`config.mk`:
```
export PLATFORM = sky130hd
export DESIGN_NAME = bus_fabric
export DESIGN_NICKNAME = d
export VERILOG_FILES = /design/src/rtl/bus_fabric.sv
export SDC_FILE = /design/constraint.sdc
export NUM_CORES = 1
export LEC_CHECK = 0
export CAP_MARGIN = 30
export CORE_MARGIN = 2
export CORE_UTILIZATION = 37
export CTS_BUF_LIST = sky130_fd_sc_hd__clkbuf_16
export CTS_CLUSTER_DIAMETER = 150
export DETAILED_ROUTE_END_ITERATION = 10
export PLACE_DENSITY = 0.76
export SLEW_MARGIN = 20
export SYNTH_ARGS = -nofsm -noshare
export SYNTH_HDL_FRONTEND = slang
export SYNTH_SLANG_ARGS = --single-unit
```
`constraint.sdc`:
```
create_clock -name clk -period 2.6 [get_ports clk]
set_input_delay 0.39 -clock clk [delete_from_list [all_inputs] [get_ports clk]]
set_output_delay 0.39 -clock clk [all_outputs]
set_load 0.05 [all_outputs]
```
`src/rtl/bus_fabric.sv`:
```
`default_nettype none
// ============================================================================
// Module   : bus_fabric
// Brief    : CPU-to-slave bus fabric. Decodes the upper address bits into a
//            registered one-hot chip select and waits for the selected slave's
//            ready. Adds a bus timeout, an unmapped-region error and a sticky
//            error-capture register.
// Revision : 1.0 - initial parametrised release
// ============================================================================
module bus_fabric #(
  parameter int          AW       = 16,
  parameter int          DW       = 16,
  parameter int          SEL_BITS = 2,
  parameter int          N_SLAVES = 4,
  parameter int          TIMEOUT  = 15,
  parameter logic [DW-1:0] ERR_DATA = 16'hDEAD
) (
  input  logic                   clk,
  input  logic                   rst,
  input  logic                   m_req,
  input  logic                   m_write,
  input  logic [AW-1:0]          m_addr,
  input  logic [DW-1:0]          m_wdata,
  output logic [DW-1:0]          m_rdata,
  output logic                   m_ready,
  output logic                   m_err,
  output logic                   m_busy,
  output logic [N_SLAVES-1:0]    s_cs,
  output logic                   s_write,
  output logic [AW-SEL_BITS-1:0] s_addr,
  output logic [DW-1:0]          s_wdata,
  input  logic [N_SLAVES*DW-1:0] s_rdata,
  input  logic [N_SLAVES-1:0]    s_ready,
  output logic                   err_valid,
  output logic [AW-1:0]          err_addr,
  input  logic                   err_clr
);

  localparam int TW = (TIMEOUT < 1) ? 1 : $clog2(TIMEOUT + 1);

  typedef enum logic [1:0] {
    ST_IDLE = 2'd0,
    ST_WAIT = 2'd1,
    ST_RESP = 2'd2
  } state_t;

  state_t                  state_q, state_d;
  logic [N_SLAVES-1:0]     s_cs_q, s_cs_d;
  logic                    s_write_q, s_write_d;
  logic [AW-SEL_BITS-1:0]  s_addr_q, s_addr_d;
  logic [DW-1:0]           s_wdata_q, s_wdata_d;
  logic [DW-1:0]           m_rdata_q, m_rdata_d;
  logic                    m_ready_q, m_ready_d;
  logic                    m_err_q, m_err_d;
  logic                    m_busy_q, m_busy_d;
  logic                    err_valid_q, err_valid_d;
  logic [AW-1:0]           err_addr_q, err_addr_d;
  logic [TW-1:0]           timer_q, timer_d;
  logic                    wr_q, wr_d;
  logic [AW-1:0]           addr_q, addr_d;

  logic [SEL_BITS-1:0]     idx;
  logic                    mapped;
  logic [N_SLAVES-1:0]     onehot;
  logic                    sel_ready;
  logic [DW-1:0]           sel_rdata;
  logic                    set_err;
  logic [AW-1:0]           err_src;

  // Decode the requested slave index and whether it is implemented
  always_comb begin
    idx    = m_addr[AW-1 -: SEL_BITS];
    mapped = (32'(idx) < N_SLAVES);
    onehot = N_SLAVES'(1) << idx;
  end

  // Observe only the selected slave: chip select is one-hot and stable in WAIT
  always_comb begin
    sel_ready = |(s_ready & s_cs_q);
    sel_rdata = '0;
    for (int i = 0; i < N_SLAVES; i++) begin
      if (s_cs_q[i]) sel_rdata = s_rdata[i*DW +: DW];
    end
  end

  // Next-state logic; every output is computed here and registered below
  always_comb begin
    state_d     = state_q;
    s_cs_d      = s_cs_q;
    s_write_d   = s_write_q;
    s_addr_d    = s_addr_q;
    s_wdata_d   = s_wdata_q;
    m_rdata_d   = m_rdata_q;
    m_ready_d   = 1'b0;
    m_err_d     = 1'b0;
    err_valid_d = err_valid_q;
    err_addr_d  = err_addr_q;
    timer_d     = timer_q;
    wr_d        = wr_q;
    addr_d      = addr_q;
    set_err     = 1'b0;
    err_src     = addr_q;

    case (state_q)
      ST_IDLE: begin
        if (m_req) begin
          wr_d      = m_write;
          addr_d    = m_addr;
          s_addr_d  = m_addr[AW-SEL_BITS-1:0];
          s_wdata_d = m_wdata;
          if (mapped) begin
            s_cs_d    = onehot;
            s_write_d = m_write;
            timer_d   = TW'(1);
            state_d   = ST_WAIT;
          end else begin
            // Unmapped: respond with an error next cycle, no slave touched
            state_d   = ST_RESP;
            m_ready_d = 1'b1;
            m_err_d   = 1'b1;
            if (!m_write) m_rdata_d = ERR_DATA;
            set_err   = 1'b1;
            err_src   = m_addr;
          end
        end
      end
      ST_WAIT: begin
        // Ready is checked before timeout so a last-cycle ready still succeeds
        if (sel_ready) begin
          if (!wr_q) m_rdata_d = sel_rdata;
          state_d   = ST_RESP;
          m_ready_d = 1'b1;
          s_cs_d    = '0;
          s_write_d = 1'b0;
        end else if (TIMEOUT != 0 && timer_q == TW'(TIMEOUT)) begin
          if (!wr_q) m_rdata_d = ERR_DATA;
          state_d   = ST_RESP;
          m_ready_d = 1'b1;
          m_err_d   = 1'b1;
          s_cs_d    = '0;
          s_write_d = 1'b0;
          set_err   = 1'b1;
        end else begin
          timer_d = timer_q + TW'(1);
        end
      end
      ST_RESP: begin
        state_d = ST_IDLE;
      end
      default: begin
        state_d = ST_IDLE;
      end
    endcase

    // Sticky capture: only the first error's address is kept; set beats clear
    if (set_err) begin
      err_valid_d = 1'b1;
      if (!err_valid_q) err_addr_d = err_src;
    end else if (err_clr) begin
      err_valid_d = 1'b0;
    end

    m_busy_d = (state_d != ST_IDLE);
  end

  // State and output registers with asynchronous reset
  always_ff @(posedge clk or posedge rst) begin
    if (rst) begin
      state_q     <= ST_IDLE;
      s_cs_q      <= '0;
      s_write_q   <= 1'b0;
      s_addr_q    <= '0;
      s_wdata_q   <= '0;
      m_rdata_q   <= '0;
      m_ready_q   <= 1'b0;
      m_err_q     <= 1'b0;
      m_busy_q    <= 1'b0;
      err_valid_q <= 1'b0;
      err_addr_q  <= '0;
      timer_q     <= '0;
      wr_q        <= 1'b0;
      addr_q      <= '0;
    end else begin
      state_q     <= state_d;
      s_cs_q      <= s_cs_d;
      s_write_q   <= s_write_d;
      s_addr_q    <= s_addr_d;
      s_wdata_q   <= s_wdata_d;
      m_rdata_q   <= m_rdata_d;
      m_ready_q   <= m_ready_d;
      m_err_q     <= m_err_d;
      m_busy_q    <= m_busy_d;
      err_valid_q <= err_valid_d;
      err_addr_q  <= err_addr_d;
      timer_q     <= timer_d;
      wr_q        <= wr_d;
      addr_q      <= addr_d;
    end
  end

  assign m_rdata   = m_rdata_q;
  assign m_ready   = m_ready_q;
  assign m_err     = m_err_q;
  assign m_busy    = m_busy_q;
  assign s_cs      = s_cs_q;
  assign s_write   = s_write_q;
  assign s_addr    = s_addr_q;
  assign s_wdata   = s_wdata_q;
  assign err_valid = err_valid_q;
  assign err_addr  = err_addr_q;

endmodule
`default_nettype wire

```
==> impl_metrics.env <==
export IMPL_worstPathArrival_ns=1.66
export IMPL_ir_drop_v=0.000779
export IMPL_fp_coreArea_um2=9770
export IMPL_ctsResizeCount=0
export IMPL_cts_sink_count=80
export IMPL_crit_family="buffers and inverters"
export IMPL_post_route_drc_count=0
export IMPL_dpl_hpwl_um=7300
export IMPL_synth_edf_count=0
export IMPL_crit_required_ns=2.21
export IMPL_final_hold_viol_count=0
export IMPL_fillers=852
export IMPL_synth_area_um2=3730
export IMPL_period_needed_ns=2.05
export IMPL_critical_path_slowest_cell="clkdlybuf4s50_1"
export IMPL_grt_max_degree=81
export IMPL_clock_latency_ns=0.33
export IMPL_finalSetupViolCount=0
export IMPL_final_cell_mix="clkdlybuf4s50_1, nand2_1, dfrtp_1"
export IMPL_gp_congestion=0.834
export IMPL_syn_inst=361
export IMPL_antenna_found_initial=0
export IMPL_num_rows=36
export IMPL_ys_seq_area_share_pct=53.7
export IMPL_synthArstFlopShare_pct=100
export IMPL_max_stage_delay_ns=0.86
export IMPL_dp_cells=640
export IMPL_tightest_slew_ns=0.550
export IMPL_setup_tns_final_ns=0
export IMPL_cts_max_path_buffers=2
export IMPL_skew_ns=0.00502
export IMPL_track_usage_pct=19.2
export IMPL_yosysUniqueCellTypes=40
export IMPL_ys_ff_latch=80
export IMPL_relSlewSlack_pct=63.2
export IMPL_cp_cell_sequence="clkdlybuf4s50_1"
export IMPL_path_class="reg2out"
export IMPL_area_growth_pct=54.6
export IMPL_power_leakage_nw=2.57
export IMPL_cts_tree="done"
export IMPL_place_area_um2=5480
export IMPL_synth_flop_cell="dfrtp_1"
export IMPL_grt_pass1_wl_um=16700
export IMPL_ant_nets=0
export IMPL_grt_setup_unrepaired="false"
export IMPL_die_y_um=104
export IMPL_first_pass_iters=4
export IMPL_final_util_pct=59.0
export IMPL_maxCapViolCount=0
export IMPL_vias_per_cell=4.88
export IMPL_worstPathMaxFanout=4
export IMPL_cts_clk_slew_worst_paths_ns=0.06
export IMPL_period_share_pct=79.0
export IMPL_powerDensity_nw_per_um2=1270
export IMPL_post_cts_buffers=0
export IMPL_synth_warnings=0
export IMPL_syn_area_per_cell_um2=10.3
export IMPL_stdcell_count=656
export IMPL_regToRegSetupSlack_ns=0.74
export IMPL_crit_path_end_kind="primary output"
export IMPL_vias=3199
export IMPL_start_util_pct=38.1
export IMPL_finalNetCount=624
export IMPL_h_tree_depth=3
export IMPL_die_x_um=104
export IMPL_grt_pass1_vias=3403
export IMPL_overflow=0
export IMPL_cp_buffers_inverters=1
export IMPL_final_max_slew_viol_count=0
export IMPL_dieArea_um2=10900
export IMPL_io_buffers=175
export IMPL_critPathLaunchType="flip-flop"
export IMPL_cts_root_buf="clkbuf_16"
export IMPL_design_area_um2=5760
export IMPL_postCtsHoldBufs=0
export IMPL_synth_net_count=467
export IMPL_hold_path_class="in2async"
export IMPL_wl_um=9950
export IMPL_cts_buffers=9
export IMPL_layout_commonest_cell="clkdlybuf4s50_1"
export IMPL_drt_iter0_markers=142
export IMPL_drive_gt1_share_pct=8.41
export IMPL_outcome="complete, no violations"
export IMPL_n_antenna_cell=0
export IMPL_fmax_ghz=0.487
export IMPL_ios=176
export IMPL_avgRoutedWirePerCell_um=15.2
export IMPL_power_mw=7.33
==> cell usage after synthesis, types with 2 or more instances <==
cell type	number	area [um^2]
a221oi_1	16	140
a31oi_1	2	12.5
dfrtp_1	80	2000
o21ai_0	3	15.0
mux2i_1	2	20.0
buf_6	2	22.5
nor3_1	2	10.0
o22a_1	11	96.3
mux2_2	6	67.6
buf_1	3	11.3
a22oi_4	2	42.5
inv_1	3	11.3
o31ai_1	16	120
buf_2	5	25.0
nor2b_1	17	106
mux2_4	10	150
clkbuf_1	11	41.3
nor2_1	6	22.5
nand3_1	2	10.0
buf_4	15	113
a22o_1	6	52.6
and2_1	2	12.5
nand2_1	122	458
==> cells by family (layout without fill, tap and decap cells) <==
logic type      after synthesis  after routing  synth area share, %
mux                          18             18                 6.38
compound gates               62             62                 14.0
fa+ha+maj                     1              1                0.336
flops                        80             80                 53.7
buf+inv                      40            202                 6.55
simple gates                160            160                 19.0
==> flip-flops by register name, indices dropped and copies added, names as in the netlist, 2 cells and up <==
signal / count
err_addr: 16
m_rdata: 16
s_wdata: 16
s_addr: 13
s_cs: 4
timer_q: 4
addr_q: 3
state_q: 2
==> worst paths after layout <==
kind,from,endpoint,cells after the start
worst max-delay path,s_cs[2]$_DFFE_PP0P_,s_cs[2],1
worst min-delay path,rst,s_wdata[12]$_DFFE_PP0P_,3
worst max register to register,timer_q[0]$_DFFE_PP0P_,err_addr[14]$_DFFE_PP0P_,5
worst min register to register,s_wdata[12]$_DFFE_PP0P_,s_wdata[12]$_DFFE_PP0P_,2
max in group asynchronous,rst,m_rdata[7]$_DFFE_PP0P_,3
min in group clk,s_wdata[12]$_DFFE_PP0P_,s_wdata[12]$_DFFE_PP0P_,2
==> per-stage QoR <==
step                setup WS, ns  hold WS [ns]
floorplan                  0.158         0.431
detailed placement         0.423         0.459
finish                     0.546         0.470
CTS                        0.531         0.471
global placement           0.468         0.452
global route               0.494         0.486
==> final cells by class <==
cell class	instances	area [um^2]	area share, %
multi-input combinational	241	1480	25.7
inverter	3	12.5	0.217
timing repair buffer	183	1820	31.6
clock buffer	9	225	3.91
clock inverter	7	55.1	0.955
tap	133	166	2.89
sequential	80	2000	34.7
==> where the power goes <==
group	switching, mW	total, mW	internal [mW]
Sequential	0.320	2.03	1.71
Clock	0.461	1.19	0.726
Combinational	2.61	4.11	1.51
==> metal layers <==
| metal | share of wire [%] | vias up | wire length (um) | track usage (%) |
|---|---|---|---|---|
| met5 | 0 | - | 0 | 0 |
| met4 | 3.1 | 0 | 309 | 9.17 |
| met3 | 6.3 | 26 | 629 | 5.83 |
| met2 | 51 | 102 | 5030 | 31.9 |
| met1 | 40 | 1534 | 3980 | 22.5 |
| li1 | - | 1537 | - | - |
Note: power is estimated with default switching activity, not from simulation.
